===== config.mk =====
export PLATFORM = sky130hd
export DESIGN_NAME = data_mem_arbiter_flat
export DESIGN_NICKNAME = d
export VERILOG_FILES = /design/src/rtl/data_mem_arbiter_if.sv /design/src/rtl/data_mem_arbiter.sv /design/src/flat_wrapper.sv
export SDC_FILE = /design/constraint.sdc
export NUM_CORES = 1
export LEC_CHECK = 0
export ABC_AREA = 1
export BUFFER_PORTS_ARGS = -buffer_cell sky130_fd_sc_hd__buf_2
export CAP_MARGIN = 20
export CORE_MARGIN = 1.5
export CORE_UTILIZATION = 35
export CTS_CLUSTER_SIZE = 12
export DETAILED_ROUTE_END_ITERATION = 8
export PLACE_DENSITY = 0.81
export SYNTH_ARGS = -nofsm -noshare
export SYNTH_HDL_FRONTEND = slang
export SYNTH_SLANG_ARGS = --single-unit

===== constraint.sdc =====
create_clock -name clk -period 1.9 [get_ports clk]
set_input_delay 0.19 -clock clk [delete_from_list [all_inputs] [get_ports clk]]
set_output_delay 0.19 -clock clk [all_outputs]
set_load 0.02 [all_outputs]

===== src/rtl/data_mem_arbiter_if.sv =====
// Bus bundle between the two requesters, the data memory and data_mem_arbiter.
// The slave side is the arbiter; the master side is the requesters plus the memory.
interface data_mem_arbiter_if #(
    parameter int ADDR_WIDTH = 7,
    parameter int DATA_WIDTH = 8
);
    logic                  req0;
    logic                  we0;
    logic [ADDR_WIDTH-1:0] addr0;
    logic [DATA_WIDTH-1:0] wdata0;
    logic                  lock0;
    logic                  gnt0;
    logic                  rvalid0;
    logic [DATA_WIDTH-1:0] rdata0;

    logic                  req1;
    logic                  we1;
    logic [ADDR_WIDTH-1:0] addr1;
    logic [DATA_WIDTH-1:0] wdata1;
    logic                  lock1;
    logic                  gnt1;
    logic                  rvalid1;
    logic [DATA_WIDTH-1:0] rdata1;

    logic                  memRead;
    logic                  memWrite;
    logic [ADDR_WIDTH-1:0] lineNumber;
    logic [DATA_WIDTH-1:0] memIn;
    logic [DATA_WIDTH-1:0] memOut;

    modport slave (
        input  req0, we0, addr0, wdata0, lock0,
        input  req1, we1, addr1, wdata1, lock1,
        input  memOut,
        output gnt0, rvalid0, rdata0,
        output gnt1, rvalid1, rdata1,
        output memRead, memWrite, lineNumber, memIn
    );

    modport master (
        output req0, we0, addr0, wdata0, lock0,
        output req1, we1, addr1, wdata1, lock1,
        output memOut,
        input  gnt0, rvalid0, rdata0,
        input  gnt1, rvalid1, rdata1,
        input  memRead, memWrite, lineNumber, memIn
    );
endinterface


===== src/rtl/data_mem_arbiter.sv =====
// Round-robin arbiter for the 128x8 data memory with a bounded exclusive lock
// and one-cycle registered read-data return steering.
module data_mem_arbiter #(
    parameter int ADDR_WIDTH = 7,
    parameter int DATA_WIDTH = 8,
    parameter int LOCK_MAX   = 16
) (
    input logic              clk,
    input logic              reset,
    data_mem_arbiter_if.slave bus
);
    localparam int CW = $clog2(LOCK_MAX + 1);

    typedef enum logic [1:0] {UNLOCKED, LOCKED0, LOCKED1} lock_state_t;

    lock_state_t   state, state_next;
    logic          ptr, ptr_next;
    logic [CW-1:0] cnt, cnt_next;
    logic          rvalid0_q, rvalid1_q;
    logic          force_release;
    logic          prio;
    logic          win0, win1;

    always_ff @(posedge clk) begin
        if (reset) begin
            state     <= UNLOCKED;
            ptr       <= 1'b0;
            cnt       <= '0;
            rvalid0_q <= 1'b0;
            rvalid1_q <= 1'b0;
        end else begin
            state     <= state_next;
            ptr       <= ptr_next;
            cnt       <= cnt_next;
            rvalid0_q <= win0 && !bus.we0;
            rvalid1_q <= win1 && !bus.we1;
        end
    end

    // A forced release arbitrates as unlocked with the non-owner favoured.
    always_comb begin
        force_release = (state != UNLOCKED) && (cnt == CW'(LOCK_MAX));
        prio = ptr;
        win0 = 1'b0;
        win1 = 1'b0;
        if (!reset) begin
            if (state == LOCKED0 && !force_release) begin
                win0 = bus.req0;
            end else if (state == LOCKED1 && !force_release) begin
                win1 = bus.req1;
            end else begin
                if (force_release) prio = (state == LOCKED0);
                if (bus.req0 && bus.req1) begin
                    win0 = !prio;
                    win1 = prio;
                end else begin
                    win0 = bus.req0;
                    win1 = bus.req1;
                end
            end
        end

        ptr_next = ptr;
        if (win0)               ptr_next = 1'b1;
        else if (win1)          ptr_next = 1'b0;
        else if (force_release) ptr_next = prio;

        state_next = state;
        cnt_next   = cnt;
        case (state)
            UNLOCKED: begin
                if (win0 && bus.lock0) begin
                    state_next = LOCKED0;
                    cnt_next   = '0;
                end else if (win1 && bus.lock1) begin
                    state_next = LOCKED1;
                    cnt_next   = '0;
                end
            end
            LOCKED0: begin
                cnt_next = cnt + CW'(1);
                if (force_release || (win0 && !bus.lock0)) state_next = UNLOCKED;
            end
            LOCKED1: begin
                cnt_next = cnt + CW'(1);
                if (force_release || (win1 && !bus.lock1)) state_next = UNLOCKED;
            end
            default: state_next = UNLOCKED;
        endcase
    end

    always_comb begin
        bus.gnt0       = win0;
        bus.gnt1       = win1;
        bus.memRead    = 1'b0;
        bus.memWrite   = 1'b0;
        bus.lineNumber = '0;
        bus.memIn      = '0;
        if (win0) begin
            bus.memRead    = !bus.we0;
            bus.memWrite   = bus.we0;
            bus.lineNumber = bus.addr0;
            bus.memIn      = bus.wdata0;
        end else if (win1) begin
            bus.memRead    = !bus.we1;
            bus.memWrite   = bus.we1;
            bus.lineNumber = bus.addr1;
            bus.memIn      = bus.wdata1;
        end
        bus.rvalid0 = rvalid0_q && !reset;
        bus.rvalid1 = rvalid1_q && !reset;
        bus.rdata0  = reset ? '0 : bus.memOut;
        bus.rdata1  = reset ? '0 : bus.memOut;
    end
endmodule


===== src/flat_wrapper.sv =====
// flat-port wrapper written by rule: the top's interface ports become plain ports
module data_mem_arbiter_flat 
#(
    parameter int ADDR_WIDTH = 7,
    parameter int DATA_WIDTH = 8,
    parameter int LOCK_MAX   = 16
)
  (clk, reset, bus_req0, bus_we0, bus_addr0, bus_wdata0, bus_lock0, bus_req1, bus_we1, bus_addr1, bus_wdata1, bus_lock1, bus_memOut, bus_gnt0, bus_rvalid0, bus_rdata0, bus_gnt1, bus_rvalid1, bus_rdata1, bus_memRead, bus_memWrite, bus_lineNumber, bus_memIn);
  data_mem_arbiter_if #(.ADDR_WIDTH(ADDR_WIDTH), .DATA_WIDTH(DATA_WIDTH)) bus_i ();
  input logic clk;
  input logic reset;
  input wire logic [$bits(bus_i.req0)-1:0] bus_req0;
  input wire logic [$bits(bus_i.we0)-1:0] bus_we0;
  input wire logic [$bits(bus_i.addr0)-1:0] bus_addr0;
  input wire logic [$bits(bus_i.wdata0)-1:0] bus_wdata0;
  input wire logic [$bits(bus_i.lock0)-1:0] bus_lock0;
  input wire logic [$bits(bus_i.req1)-1:0] bus_req1;
  input wire logic [$bits(bus_i.we1)-1:0] bus_we1;
  input wire logic [$bits(bus_i.addr1)-1:0] bus_addr1;
  input wire logic [$bits(bus_i.wdata1)-1:0] bus_wdata1;
  input wire logic [$bits(bus_i.lock1)-1:0] bus_lock1;
  input wire logic [$bits(bus_i.memOut)-1:0] bus_memOut;
  output wire logic [$bits(bus_i.gnt0)-1:0] bus_gnt0;
  output wire logic [$bits(bus_i.rvalid0)-1:0] bus_rvalid0;
  output wire logic [$bits(bus_i.rdata0)-1:0] bus_rdata0;
  output wire logic [$bits(bus_i.gnt1)-1:0] bus_gnt1;
  output wire logic [$bits(bus_i.rvalid1)-1:0] bus_rvalid1;
  output wire logic [$bits(bus_i.rdata1)-1:0] bus_rdata1;
  output wire logic [$bits(bus_i.memRead)-1:0] bus_memRead;
  output wire logic [$bits(bus_i.memWrite)-1:0] bus_memWrite;
  output wire logic [$bits(bus_i.lineNumber)-1:0] bus_lineNumber;
  output wire logic [$bits(bus_i.memIn)-1:0] bus_memIn;
  assign bus_i.req0 = bus_req0;
  assign bus_i.we0 = bus_we0;
  assign bus_i.addr0 = bus_addr0;
  assign bus_i.wdata0 = bus_wdata0;
  assign bus_i.lock0 = bus_lock0;
  assign bus_i.req1 = bus_req1;
  assign bus_i.we1 = bus_we1;
  assign bus_i.addr1 = bus_addr1;
  assign bus_i.wdata1 = bus_wdata1;
  assign bus_i.lock1 = bus_lock1;
  assign bus_i.memOut = bus_memOut;
  assign bus_gnt0 = bus_i.gnt0;
  assign bus_rvalid0 = bus_i.rvalid0;
  assign bus_rdata0 = bus_i.rdata0;
  assign bus_gnt1 = bus_i.gnt1;
  assign bus_rvalid1 = bus_i.rvalid1;
  assign bus_rdata1 = bus_i.rdata1;
  assign bus_memRead = bus_i.memRead;
  assign bus_memWrite = bus_i.memWrite;
  assign bus_lineNumber = bus_i.lineNumber;
  assign bus_memIn = bus_i.memIn;
  data_mem_arbiter #(.ADDR_WIDTH(ADDR_WIDTH), .DATA_WIDTH(DATA_WIDTH), .LOCK_MAX(LOCK_MAX)) u_core (.clk(clk), .reset(reset), .bus(bus_i));
endmodule

# --- Yosys cells after proc, flatten, opt, wreduce, memory -nomap -nowiden ---
# Cells that the tools add are included.
word_totals:
  rom_bits: 0
  word_cells: 77
  mem_count: 0
  latchBits: 0
  ram_bits: 0
  register_bits: 10
op_classes:
  n_bitwise: 0
  addsub: 1
  eq_ne: 8
  n_mul: 0
  div: 0
  order_cmp: 0
  n_reduce_logical: 29
  n_mux: 34
  n_shift: 0
op_table:
  columns: ["op", "n"]
  rows:
  - ["$mux 8", 3]
  - ["$mux 1", 21]
  - ["$mux 7", 2]
  - ["$logic_and 1x1->1", 12]
  - ["$mux 5", 2]
  - ["$pmux 5 s2", 1]
  - ["$ne 3x1->1 const B", 3]
  - ["$mux 2", 4]
  - ["$logic_not 1->1", 7]
  - ["$pmux 2 s3", 1]
  - ["$reduce_and 3->1", 2]
  - ["$add 5x1->5 const B", 1]
  - ["$eq 5x5->1 const B", 1]
  - ["$ne 2x2->1 const B", 2]
  - ["$reduce_bool 2->1", 2]
  - ["$reduce_bool 3->1", 1]
  - ["$eq 2x1->1 const B", 1]
  - ["$eq 2x2->1 const B", 1]
  - ["$logic_not 2->1", 1]
  - ["$logic_or 1x1->1", 2]
  - ["$reduce_and 2->1", 1]
  - ["$reduce_or 2->1", 1]

# --- Logic depth before layout (Yosys ltp) ---
# Gate-level depths: netlist of run 1.
logic_depth:
  ltp_word: 16
  ltp_mapped: 14
  mapped_depth_nobuf: 14

# --- Worst setup path after synthesis of run 1 ---
# Ideal clock, no wire load.
synth_path:
  kind: "reg2out"
  from: "reg u_core.state[0]"
  to: "out bus_memWrite"
  slack_ns: -0.222
  path_stages_with_launch: 13
  arrival_time_ns: 1.932
  path_buffers: 1
  path_cell_list: "dfxtp_1 > inv_1 > ha_1 > nor2_2 > nand3_4 > nand2_2 > nand2_2 > nor2_4 > nand2_4 > inv_6 > buf_4 > nand2_1 > a21oi_1"
synth_between:
  elab_chain_cells: 12
  elab_cells_between_ends: 22
synth_rtl:
  columns: ["element", "line", "text"]
  rows:
  - ["start, declared", "data_mem_arbiter.sv:16", "lock_state_t state, state_next;"]
  - ["start signal, assigned", "data_mem_arbiter.sv:32", "state <= state_next;"]
  - ["$reduce_bool 2->1", "data_mem_arbiter.sv:42", "force_release = (state != UNLOCKED) && (cnt == CW'(LOCK_MAX));"]
  - ["$logic_and 1x1->1", "data_mem_arbiter.sv:42", null]
  - ["$mux 1", "data_mem_arbiter.sv:52", "if (force_release) prio = (state == LOCKED0);"]
  - ["$mux 1", "data_mem_arbiter.sv:49", "end else if (state == LOCKED1 && !force_release) begin"]
  - ["$mux 1", "data_mem_arbiter.sv:47", "if (state == LOCKED0 && !force_release) begin"]
  - ["$mux 1", "data_mem_arbiter.sv:46", "if (!reset) begin"]
  - ["$mux 1", "data_mem_arbiter.sv:53", "if (bus.req0 && bus.req1) begin"]
  - ["$mux 1", "data_mem_arbiter.sv:49", null]
  - ["$mux 1 (*)", "data_mem_arbiter.sv:47", null]
  - ["$mux 1 (*)", "data_mem_arbiter.sv:46", null]
  - ["named net bus_gnt1", "flat_wrapper.sv:26", "output wire logic [$bits(bus_i.gnt1)-1:0] bus_gnt1;"]
  - ["$mux 1 (*)", "data_mem_arbiter.sv:104", "end else if (win1) begin"]
  - ["$mux 1 (*)", "data_mem_arbiter.sv:99", "if (win0) begin"]
  - ["end, declared", "flat_wrapper.sv:30", "output wire logic [$bits(bus_i.memWrite)-1:0] bus_memWrite;"]
# The timed path passes the listed nets; every way through them passes the cells marked *. The select of a mux whose other input is x is not followed.

# --- Final worst setup path of run 1 ---
layout_path:
  from: "reg u_core.state[1]"
  to: "out bus_memIn[4]"
layout_between:
  elab_chain_cells: 12
  elab_cells_between_ends: 22
layout_rtl:
  columns: ["element", "line", "text"]
  rows:
  - ["$reduce_bool 2->1", "data_mem_arbiter.sv:42", null]
  - ["$logic_and 1x1->1", "data_mem_arbiter.sv:42", null]
  - ["$mux 1", "data_mem_arbiter.sv:52", null]
  - ["$mux 1", "data_mem_arbiter.sv:49", null]
  - ["$mux 1", "data_mem_arbiter.sv:47", null]
  - ["$mux 1", "data_mem_arbiter.sv:46", null]
  - ["$mux 1 or $logic_not 1->1 (tied branches)", "data_mem_arbiter.sv:53, data_mem_arbiter.sv:54", null]
  - ["$mux 1 (on tied branches)", "data_mem_arbiter.sv:49, data_mem_arbiter.sv:53", null]
  - ["$mux 1 (on tied branches)", "data_mem_arbiter.sv:47, data_mem_arbiter.sv:49", null]
  - ["$mux 1 (on tied branches)", "data_mem_arbiter.sv:46, data_mem_arbiter.sv:47", null]
  - ["$mux 8 or $mux 1 (tied branches)", "data_mem_arbiter.sv:104, data_mem_arbiter.sv:46", null]
  - ["$mux 8 (*)", "data_mem_arbiter.sv:99", null]
  - ["end, declared", "flat_wrapper.sv:32", "output wire logic [$bits(bus_i.memIn)-1:0] bus_memIn;"]
# Every way passes the cells marked *; elsewhere a longest branch is shown, timed or not. The select of a mux whose other input is x is not followed.

==> impl_metrics.env, run 1 <==
export IMPL_synth_seq_area_share_pct=19.3
export IMPL_pre_cts_ws_ps=-46.2
export IMPL_crit_type="reg2out"
export IMPL_timing_rr_start="u_core.state[1]"
export IMPL_final_setup_skew_ps=1.59
export IMPL_cts_max_level=1
export IMPL_syn_num_nets=197
export IMPL_fp_dieArea_um2=3300
export IMPL_wire_per_inst_um=13.4
export IMPL_rows=19
export IMPL_peakVddDrop_v=0.000672
export IMPL_ioPinCount=83
export IMPL_synth_area_top_cells="dfxtp_1, a22o_1, inv_1"
export IMPL_start_util_pct=37.3
export IMPL_worstSetupEndpointType="output port"
export IMPL_r2r_end="u_core.cnt[4]"
export IMPL_drt_iter0_drc=24
export IMPL_core_area_um2=2780
export IMPL_synth_main_ff_cell="dfxtp_1"
export IMPL_ys_warn_count=0
export IMPL_grt_pass1_wl_mm=5.38
export IMPL_ys_types=28
export IMPL_grt_max_degree=18
export IMPL_endpoint="bus_memIn[4]"
export IMPL_async_flop_share_pct=0
export IMPL_clock_fmax_mhz=470
export IMPL_finalHoldViolations=0
export IMPL_nFillCells=212
export IMPL_holdWs_ps=166
export IMPL_synth_avg_cell_area_um2=7.10
export IMPL_hold_path_class="in2reg"
export IMPL_dpl_hpwl_mm=2.34
export IMPL_drive_gt1_share_pct=64.5
export IMPL_wl_mm=3.55
export IMPL_fin_crit_ps=2130
export IMPL_synth_cells_most_frequent="inv_1, a22o_1, nor2_1"
export IMPL_utilization_pct=66.9
export IMPL_violations="setup timing"
export IMPL_regArea_um2=204
export IMPL_nets=287
export IMPL_syn_area_um2=1040
export IMPL_ctsLongestPathBuffers=2
export IMPL_drc=0
export IMPL_final_cell_area_um2=1860
export IMPL_area_growth_synth_to_final_pct=79.5
export IMPL_dieHeight_um=57.4
export IMPL_crit_path_start="u_core.state[1]"
export IMPL_cp_required_ps=1710
export IMPL_reg2reg_depth=14
export IMPL_drtAntennaViolNets=0
export IMPL_ff2ff_setup_slack_ps=-100
export IMPL_routed_via_density=4.90
export IMPL_multi_input_area_um2=837
export IMPL_clk_latency_ps=260
export IMPL_synthMostInstantiatedCell="inv_1"
export IMPL_p_leak_uw=0.000972
export IMPL_synth_edf_count=0
export IMPL_slew_violations=0
export IMPL_yosys_register_bits=10
export IMPL_cts_tree="built"
export IMPL_status="finished with violations"
export IMPL_drv_cap=0
export IMPL_syn_inst=146
export IMPL_grt_pass1_vias=1253
export IMPL_dieWidth_um=57.4
export IMPL_power_density_nw_per_um2=908
export IMPL_crit_fanout=10
export IMPL_cts_hold_buf=0
export IMPL_antenna_found_initial=0
export IMPL_setup_viol=25
export IMPL_track_usage_pct=20.7
export IMPL_gp_congestion=0.850
export IMPL_fin_crit_sh_pct=112
export IMPL_met3WireLength_um=195
export IMPL_path_clk_slew_ps=60
export IMPL_cts_buffers=3
export IMPL_synth_top_area_cell="dfxtp_1"
export IMPL_rsz0062_at_grt="true"
export IMPL_setup_slack_ps=-229
export IMPL_startpoint_type="flip-flop"
export IMPL_root_buffer="clkbuf_4"
export IMPL_wl_met2_mm=1.91
export IMPL_slew_headroom_pct=77.7
export IMPL_clkSinkCount=10
export IMPL_placed_area_um2=1600
export IMPL_first_pass_iters=4
export IMPL_grt_overflow_total=0
export IMPL_tightest_slew_ps=335
export IMPL_crit_arrival_ps=1940
export IMPL_m1WireLength_mm=1.34
export IMPL_num_antenna_cells=0
export IMPL_vias=1298
export IMPL_port_buffers=82
export IMPL_top_layer_used="met4"
export IMPL_synth_top_cell_area_share_pct=19.3
[flip-flops by register name, indices dropped and copies added (netlist names)]
signal	cells
u_core.cnt	5
u_core.state	2
u_core.ptr	1
u_core.rvalid0_q	1
u_core.rvalid1_q	1
[what timing repair did]
action	CTS	global route
setup endpoints to repair	26	26
cloned	2	0
pin swaps	14	5
gates resized for setup	50	13
setup buffers	3	1
[cell usage in the layout, fill, tap and decap left out, types with 3 or more instances in the layout]
master and instances:
a21oi_1 4, a21oi_2 6, a22o_1 6, a22o_4 9, buf_2 63, buf_4 12, buf_6 20, clkbuf_4 3
dfxtp_1 7, dfxtp_2 3, ha_1 3, inv_1 24, nand2_1 10, nand2_2 8, nand2_4 3, nand3_1 10
nand3_2 3, nand3_4 3, nor2_1 14, nor2_4 4, or2_2 3
[worst max-delay path, stage by stage, from the launching register on]
cell,delay [ps]
dfxtp_2,330
inv_2,50
ha_4,160
nor2_4,100
nand3_4,110
a21oi_2,160
nand2_2,90
buf_6,130
nand2_8,80
inv_8,60
a22o_4,250
buf_6,130
[routing by layer]
| layer | global-route usage, % | vias up |
|---|---|---|
| li1 | - | 652 |
| met1 | 21.9 | 590 |
| met2 | 38.6 | 43 |
| met3 | 6.35 | 13 |
| met4 | 6.31 | 0 |
| met5 | 0 | - |
[cells by family (layout without fill, tap and decap cells)]
| group | Yosys count | after routing | share of synthesized area (%) |
|---|---|---|---|
| compound gates | 30 | 30 | 21.8 |
| xor+xnor | 1 | 1 | 0.845 |
| fa+ha+maj | 5 | 5 | 6.03 |
| buf+inv | 40 | 127 | 18.9 |
| flops | 10 | 10 | 19.3 |
| simple gates | 60 | 61 | 33.1 |
[power by group]
| part | total, uW | switching [uW] | internal, uW | leakage (uW) |
|---|---|---|---|---|
| clock network | 139 | 66.3 | 72.9 | 0.0000138 |
| registers | 274 | 22.4 | 252 | 0.0000828 |
| logic | 1280 | 692 | 585 | 0.000876 |
| total | 1690 | 781 | 910 | 0.000972 |
[how the worst min path moves through the flow]
| stage | from | endpoint | slack (ps) | cells after the start |
|---|---|---|---|---|
| after floorplan | bus_we1 | u_core.rvalid1_q | 260 | 1 |
| after global placement | bus_we1 | u_core.rvalid1_q | 400 | 2 |
| after detailed placement | bus_we1 | u_core.rvalid1_q | 400 | 2 |
| after CTS | bus_we1 | u_core.rvalid1_q | 130 | 2 |
| after global routing | bus_we1 | u_core.rvalid1_q | 170 | 2 |
| final | bus_we1 | u_core.rvalid1_q | 170 | 2 |
[through the flow]
step                cells  power [uW]  TNS, ps
detailed placement    257        1310     -304
global route          265        1790    -6440
floorplan             146        1010        0
global placement      257        1290        0
CTS                   264        1620    -3150
finish                265        1690    -4000
[area by class of cell]
type	count	share of cell area [%]
clock buffer	3	1.21
inverter	28	6.32
multi-input combinational	97	45.0
sequential	10	11.0
tap	31	2.08
timing repair buffer	95	33.9
timing repair inverter	1	0.605
Note: power is estimated with default switching activity, not from simulation.
==> run 2, diff against run 1 <==
--- a/config.mk
+++ b/config.mk
@@ -8,6 +8,7 @@
 export ABC_AREA = 1
 export BUFFER_PORTS_ARGS = -buffer_cell sky130_fd_sc_hd__buf_2
 export CAP_MARGIN = 20
+export CORE_ASPECT_RATIO = 0.9
 export CORE_MARGIN = 1.5
 export CORE_UTILIZATION = 35
 export CTS_CLUSTER_SIZE = 12
==> run 2 against run 1 <==
Net effect:
- the flow still finishes with violations (setup timing)
- clock skew rose by 3.8 ps
- setup slack got worse by 24 ps
- sequential share of layout area fell by 0.095 points
- flip-flop and latch count did not move
- die area barely moved
- first-iteration DRC count fell by 17%
- hold slack improved by 1.6 ps
- largest cell class unchanged
==> impl_metrics.env, run 2 (synthesized netlist as in run 1, its figures left out) <==
export IMPL_status="finished with violations"
export IMPL_violations="setup timing"
export IMPL_vias=1341
export IMPL_final_cells=278
export IMPL_crit_arrival_ps=1960
export IMPL_finalHoldViolations=0
export IMPL_grt_pass1_vias=1197
export IMPL_power_density_nw_per_um2=903
export IMPL_gp_congestion=0.811
export IMPL_cp_required_ps=1710
export IMPL_core_area_um2=2790
export IMPL_multi_input_area_um2=820
export IMPL_peakVddDrop_v=0.000508
export IMPL_dieHeight_um=54.6
export IMPL_largest_register_ffs=5
export IMPL_rsz0062_at_grt="true"
export IMPL_worstSetupEndpointType="output port"
export IMPL_cts_max_level=1
export IMPL_ff2ff_setup_slack_ps=-200
export IMPL_grt_pass1_wl_mm=5.15
export IMPL_endpoint="bus_memWrite"
export IMPL_cts_hold_buf=0
export IMPL_nFillCells=225
export IMPL_crit_type="reg2out"
export IMPL_timing_rr_start="u_core.state[1]"
export IMPL_slew_headroom_pct=77.6
export IMPL_crit_path_start="u_core.state[1]"
export IMPL_clock_fmax_mhz=464
export IMPL_ioPinCount=83
export IMPL_final_setup_skew_ps=5.39
export IMPL_drv_cap=0
export IMPL_setup_slack_ps=-253
export IMPL_p_leak_uw=0.000985
export IMPL_port_buffers=82
export IMPL_dieWidth_um=60.4
export IMPL_regMostFlops="u_core.cnt"
export IMPL_slew_violations=0
export IMPL_routed_via_density=4.82
export IMPL_setup_viol=21
export IMPL_hold_path_class="in2reg"
export IMPL_antenna_found_initial=0
export IMPL_area_growth_synth_to_final_pct=81.1
export IMPL_drtAntennaViolNets=0
export IMPL_startpoint_type="flip-flop"
export IMPL_track_usage_pct=21.2
export IMPL_layout_commonest_cell="buf_2"
export IMPL_crit_fanout=9
export IMPL_drive_gt1_share_pct=62.6
export IMPL_final_cell_mix="buf_2, inv_1, buf_6"
export IMPL_reg2reg_depth=14
export IMPL_first_pass_iters=4
export IMPL_wl_mm=3.63
export IMPL_r2r_end="u_core.ptr"
export IMPL_cts_tree="built"
export IMPL_grt_overflow_total=0
export IMPL_fin_crit_sh_pct=113
export IMPL_regArea_um2=204
export IMPL_clk_latency_ps=270
export IMPL_rows=18
export IMPL_clkSinkCount=10
export IMPL_root_buffer="clkbuf_4"
export IMPL_drt_iter0_drc=20
export IMPL_num_antenna_cells=0
export IMPL_power_uw=1700
export IMPL_path_clk_slew_ps=60
export IMPL_dpl_hpwl_mm=2.38
export IMPL_tightest_slew_ps=337
export IMPL_ctsLongestPathBuffers=2
export IMPL_dp_cells=266
export IMPL_wire_per_inst_um=13.1
export IMPL_nets=291
export IMPL_drc=0
export IMPL_fp_dieArea_um2=3300
export IMPL_fin_crit_ps=2150
export IMPL_cts_buffers=3
export IMPL_start_util_pct=37.1
export IMPL_grt_max_degree=18
export IMPL_largestRegisters="u_core.cnt (5), u_core.state (2)"
## run 2: critical path, stage by stage, from the launching register on
cell     delay [ps]
dfxtp_2         330
inv_2            50
ha_4            160
nor2_4          100
nand3_4         120
nand2_2         100
nand2_2          70
nand2_2         100
buf_6           110
nand2_8          80
inv_8           100
nand2_1          90
a21oi_4         120
buf_4           150
## run 2: worst min path at each step
stage                 start                to  slack [ps]  cells past startpoint
floorplan           bus_we1  u_core.rvalid1_q         260                      1
global placement    bus_we1  u_core.rvalid1_q         390                      2
detailed placement  bus_we1  u_core.rvalid1_q         400                      2
CTS                 bus_we1  u_core.rvalid1_q         120                      2
global route        bus_we0  u_core.rvalid0_q         180                      2
finish              bus_we0  u_core.rvalid0_q         170                      2
## run 2: metrics by stage
step / TNS, ps / hold slack (ps) / instance area [um2] / util [%] / worst slack (ps)
3_3_place_gp: 0 / 392 / 1610 / 57.8 / 12.3
5_1_grt: -6530 / 177 / 1880 / 67.2 / -337
3_5_place_dp: -439 / 399 / 1610 / 57.8 / -50.7
6_report: -4270 / 168 / 1880 / 67.2 / -253
4_1_cts: -4100 / 124 / 1790 / 64.2 / -237
2_1_floorplan: 0 / 262 / 1160 / - / 6.29
## run 2: routing by layer
layer / share of wire (%) / up-vias / global-route usage (%)
met5: 0 / - / 0
met4: 2.3 / 0 / 6.30
met1: 35 / 613 / 20.5
met3: 6.6 / 8 / 5.91
met2: 56 / 57 / 43.3
li1: - / 663 / -
## run 2: report_power, final
part	internal, uW	switching, uW
Combinational	598	681
Sequential	252	21.2
Clock	73.1	70.2
Total	923	773
## run 2: what timing repair did
action | 4_1_cts | 5_1_grt
resized for setup | 35 | 18
setup endpoints to repair | 26 | 27
gates cloned | 1 | 1
setup buffers | 7 | 1
pin swaps | 8 | 6
## run 2: layout make-up
| type | count | share of cell area (%) |
|---|---|---|
| clock buffer | 3 | 1.20 |
| inverter | 28 | 6.53 |
| multi-input combinational | 97 | 43.6 |
| sequential | 10 | 10.9 |
| tap | 40 | 2.66 |
| timing repair buffer | 99 | 34.5 |
| timing repair inverter | 1 | 0.600 |
==> run 3, diff against run 2 <==
--- a/config.mk
+++ b/config.mk
@@ -10,10 +10,11 @@
 export CAP_MARGIN = 20
 export CORE_ASPECT_RATIO = 0.9
 export CORE_MARGIN = 1.5
-export CORE_UTILIZATION = 35
+export CORE_UTILIZATION = 36
+export CTS_BUF_LIST = sky130_fd_sc_hd__clkbuf_4
 export CTS_CLUSTER_SIZE = 12
 export DETAILED_ROUTE_END_ITERATION = 8
-export PLACE_DENSITY = 0.81
+export PLACE_DENSITY = 0.83
 export SYNTH_ARGS = -nofsm -noshare
 export SYNTH_HDL_FRONTEND = slang
 export SYNTH_SLANG_ARGS = --single-unit
==> run 3 against run 2 <==
Net effect:
- the flow still finishes with violations (setup timing)
- cell area increased by 11%
- via count rose by 9.3%
- combinational power increased by 22%
- register-to-register slack got worse by 170 ps
- wire length increased by 25%
- fmax down 5.0%
- non-clock buffer count is 11 higher
- first-iteration DRC count grew to 3.4 times the previous value
- count of clock-buffer cells in the layout unchanged
- critical path type unchanged
==> impl_metrics.env, run 3 (synthesized netlist as in run 1, its figures left out) <==
export IMPL_cts_max_level=1
export IMPL_holdWs_ps=126
export IMPL_peakVddDrop_v=0.000677
export IMPL_dieWidth_um=59.6
export IMPL_rows=18
export IMPL_fin_crit_sh_pct=119
export IMPL_power_density_nw_per_um2=946
export IMPL_drtAntennaViolNets=0
export IMPL_largestRegisters="u_core.cnt (5), u_core.state (2)"
export IMPL_clk_latency_ps=260
export IMPL_routed_via_density=5.06
export IMPL_startpoint_type="flip-flop"
export IMPL_root_buffer="clkbuf_4"
export IMPL_p_leak_uw=0.00108
export IMPL_violations="setup timing"
export IMPL_setup_viol=27
export IMPL_fin_crit_ps=2270
export IMPL_track_usage_pct=23.8
export IMPL_crit_arrival_ps=2080
export IMPL_cts_buffers=3
export IMPL_drt_iter0_drc=68
export IMPL_hold_depth=2
export IMPL_antenna_found_initial=0
export IMPL_status="finished with violations"
export IMPL_port_buffers=82
export IMPL_regMostFlops="u_core.cnt"
export IMPL_cts_tree="built"
export IMPL_finalHoldViolations=0
export IMPL_fp_dieArea_um2=3210
export IMPL_pre_cts_ws_ps=-52.0
export IMPL_start_util_pct=37.8
export IMPL_reg2reg_depth=16
export IMPL_core_area_um2=2750
export IMPL_fin_tns_setup_ps=-7900
export IMPL_drive_gt1_share_pct=65.2
export IMPL_cts_hold_buf=0
export IMPL_drv_cap=0
export IMPL_dpl_hpwl_mm=2.45
export IMPL_path_clk_slew_ps=60
export IMPL_nets=303
export IMPL_ctsLongestPathBuffers=2
export IMPL_hold_path_class="in2reg"
export IMPL_slew_violations=0
export IMPL_grt_pass1_wl_mm=5.64
export IMPL_first_pass_iters=4
export IMPL_area_growth_synth_to_final_pct=101
export IMPL_dieHeight_um=53.9
export IMPL_ioPinCount=83
export IMPL_largest_register_ffs=5
export IMPL_grt_max_degree=18
export IMPL_num_antenna_cells=0
export IMPL_drc=0
export IMPL_utilization_pct=75.8
export IMPL_clkSinkCount=10
export IMPL_vias=1466
export IMPL_rsz0062_at_grt="true"
export IMPL_crit_type="reg2out"
export IMPL_wl_mm=4.53
export IMPL_final_cell_mix="buf_2, buf_6, inv_1"
export IMPL_gp_congestion=0.824
export IMPL_grt_overflow_total=0
export IMPL_wire_per_inst_um=15.6
export IMPL_clock_fmax_mhz=441
export IMPL_layout_commonest_cell="buf_2"
export IMPL_tightest_slew_ps=383
export IMPL_slew_headroom_pct=74.4
export IMPL_crit_fanout=5
export IMPL_grt_pass1_vias=1294
export IMPL_cp_required_ps=1710
export IMPL_setup_slack_ps=-366
export IMPL_final_setup_skew_ps=0.830
export IMPL_worstSetupEndpointType="output port"
export IMPL_nFillCells=179
run 3: metal layers:
layer	up-vias	track usage [%]	share of wire [%]
met5	-	0	0
met4	0	6.30	4.7
met3	22	6.25	6.6
met2	82	48.7	54
met1	678	23.6	35
li1	684	-	-
run 3: cell type report:
class | instances | area [um2] | area share [%]
well taps | 40 | 50.0 | 2.40
clock buffers | 3 | 22.5 | 1.08
repair inverters | 2 | 22.5 | 1.08
flip-flops and latches | 10 | 204 | 9.80
inverters | 28 | 123 | 5.89
repair buffers | 110 | 806 | 38.7
multi-input cells | 97 | 855 | 41.0
run 3: report_power, final:
group          switching (uW)  internal (uW)  total, uW
Combinational             777            779       1560
Sequential               20.0            250        270
Clock                    69.3           73.1        142
Total                     866           1100       1970
run 3: critical path: stages (launching register included):
cell and delay [ps]:
dfxtp_2 340, inv_2 50, ha_4 160, nor2_4 130, nand3_4 130, a21oi_4 210
nand2_4 80, buf_6 130, nand2_8 120, inv_8 60, a22o_4 260, buf_6 130
run 3: worst paths after layout:
path | end | from | slack (ps)
hold / removal | u_core.rvalid1_q | bus_we1 | 130
hold reg to reg | u_core.cnt[1] | u_core.cnt[1] | 480
setup reg to reg | u_core.ptr | u_core.state[1] | -370
setup / recovery | bus_memIn[6] | u_core.state[1] | -370
run 3: metrics by stage:
| stage | std cells | instance area [um2] | total power (uW) |
|---|---|---|---|
| 6_report | 290 | 2080 | 1970 |
| 5_1_grt | 290 | 2080 | 2080 |
| 4_1_cts | 285 | 1940 | 1770 |
| 3_5_place_dp | 269 | 1650 | 1350 |
| 3_3_place_gp | 269 | 1650 | 1320 |
| 2_1_floorplan | 146 | 1160 | 1010 |
run 3: repair_timing:
item	in CTS	in global routing
gates cloned	3	1
endpoints found under the hold margin	0	0
gates resized for setup	50	20
endpoints found under the setup margin	26	27
buffers inserted	10	4
pin swaps	6	19
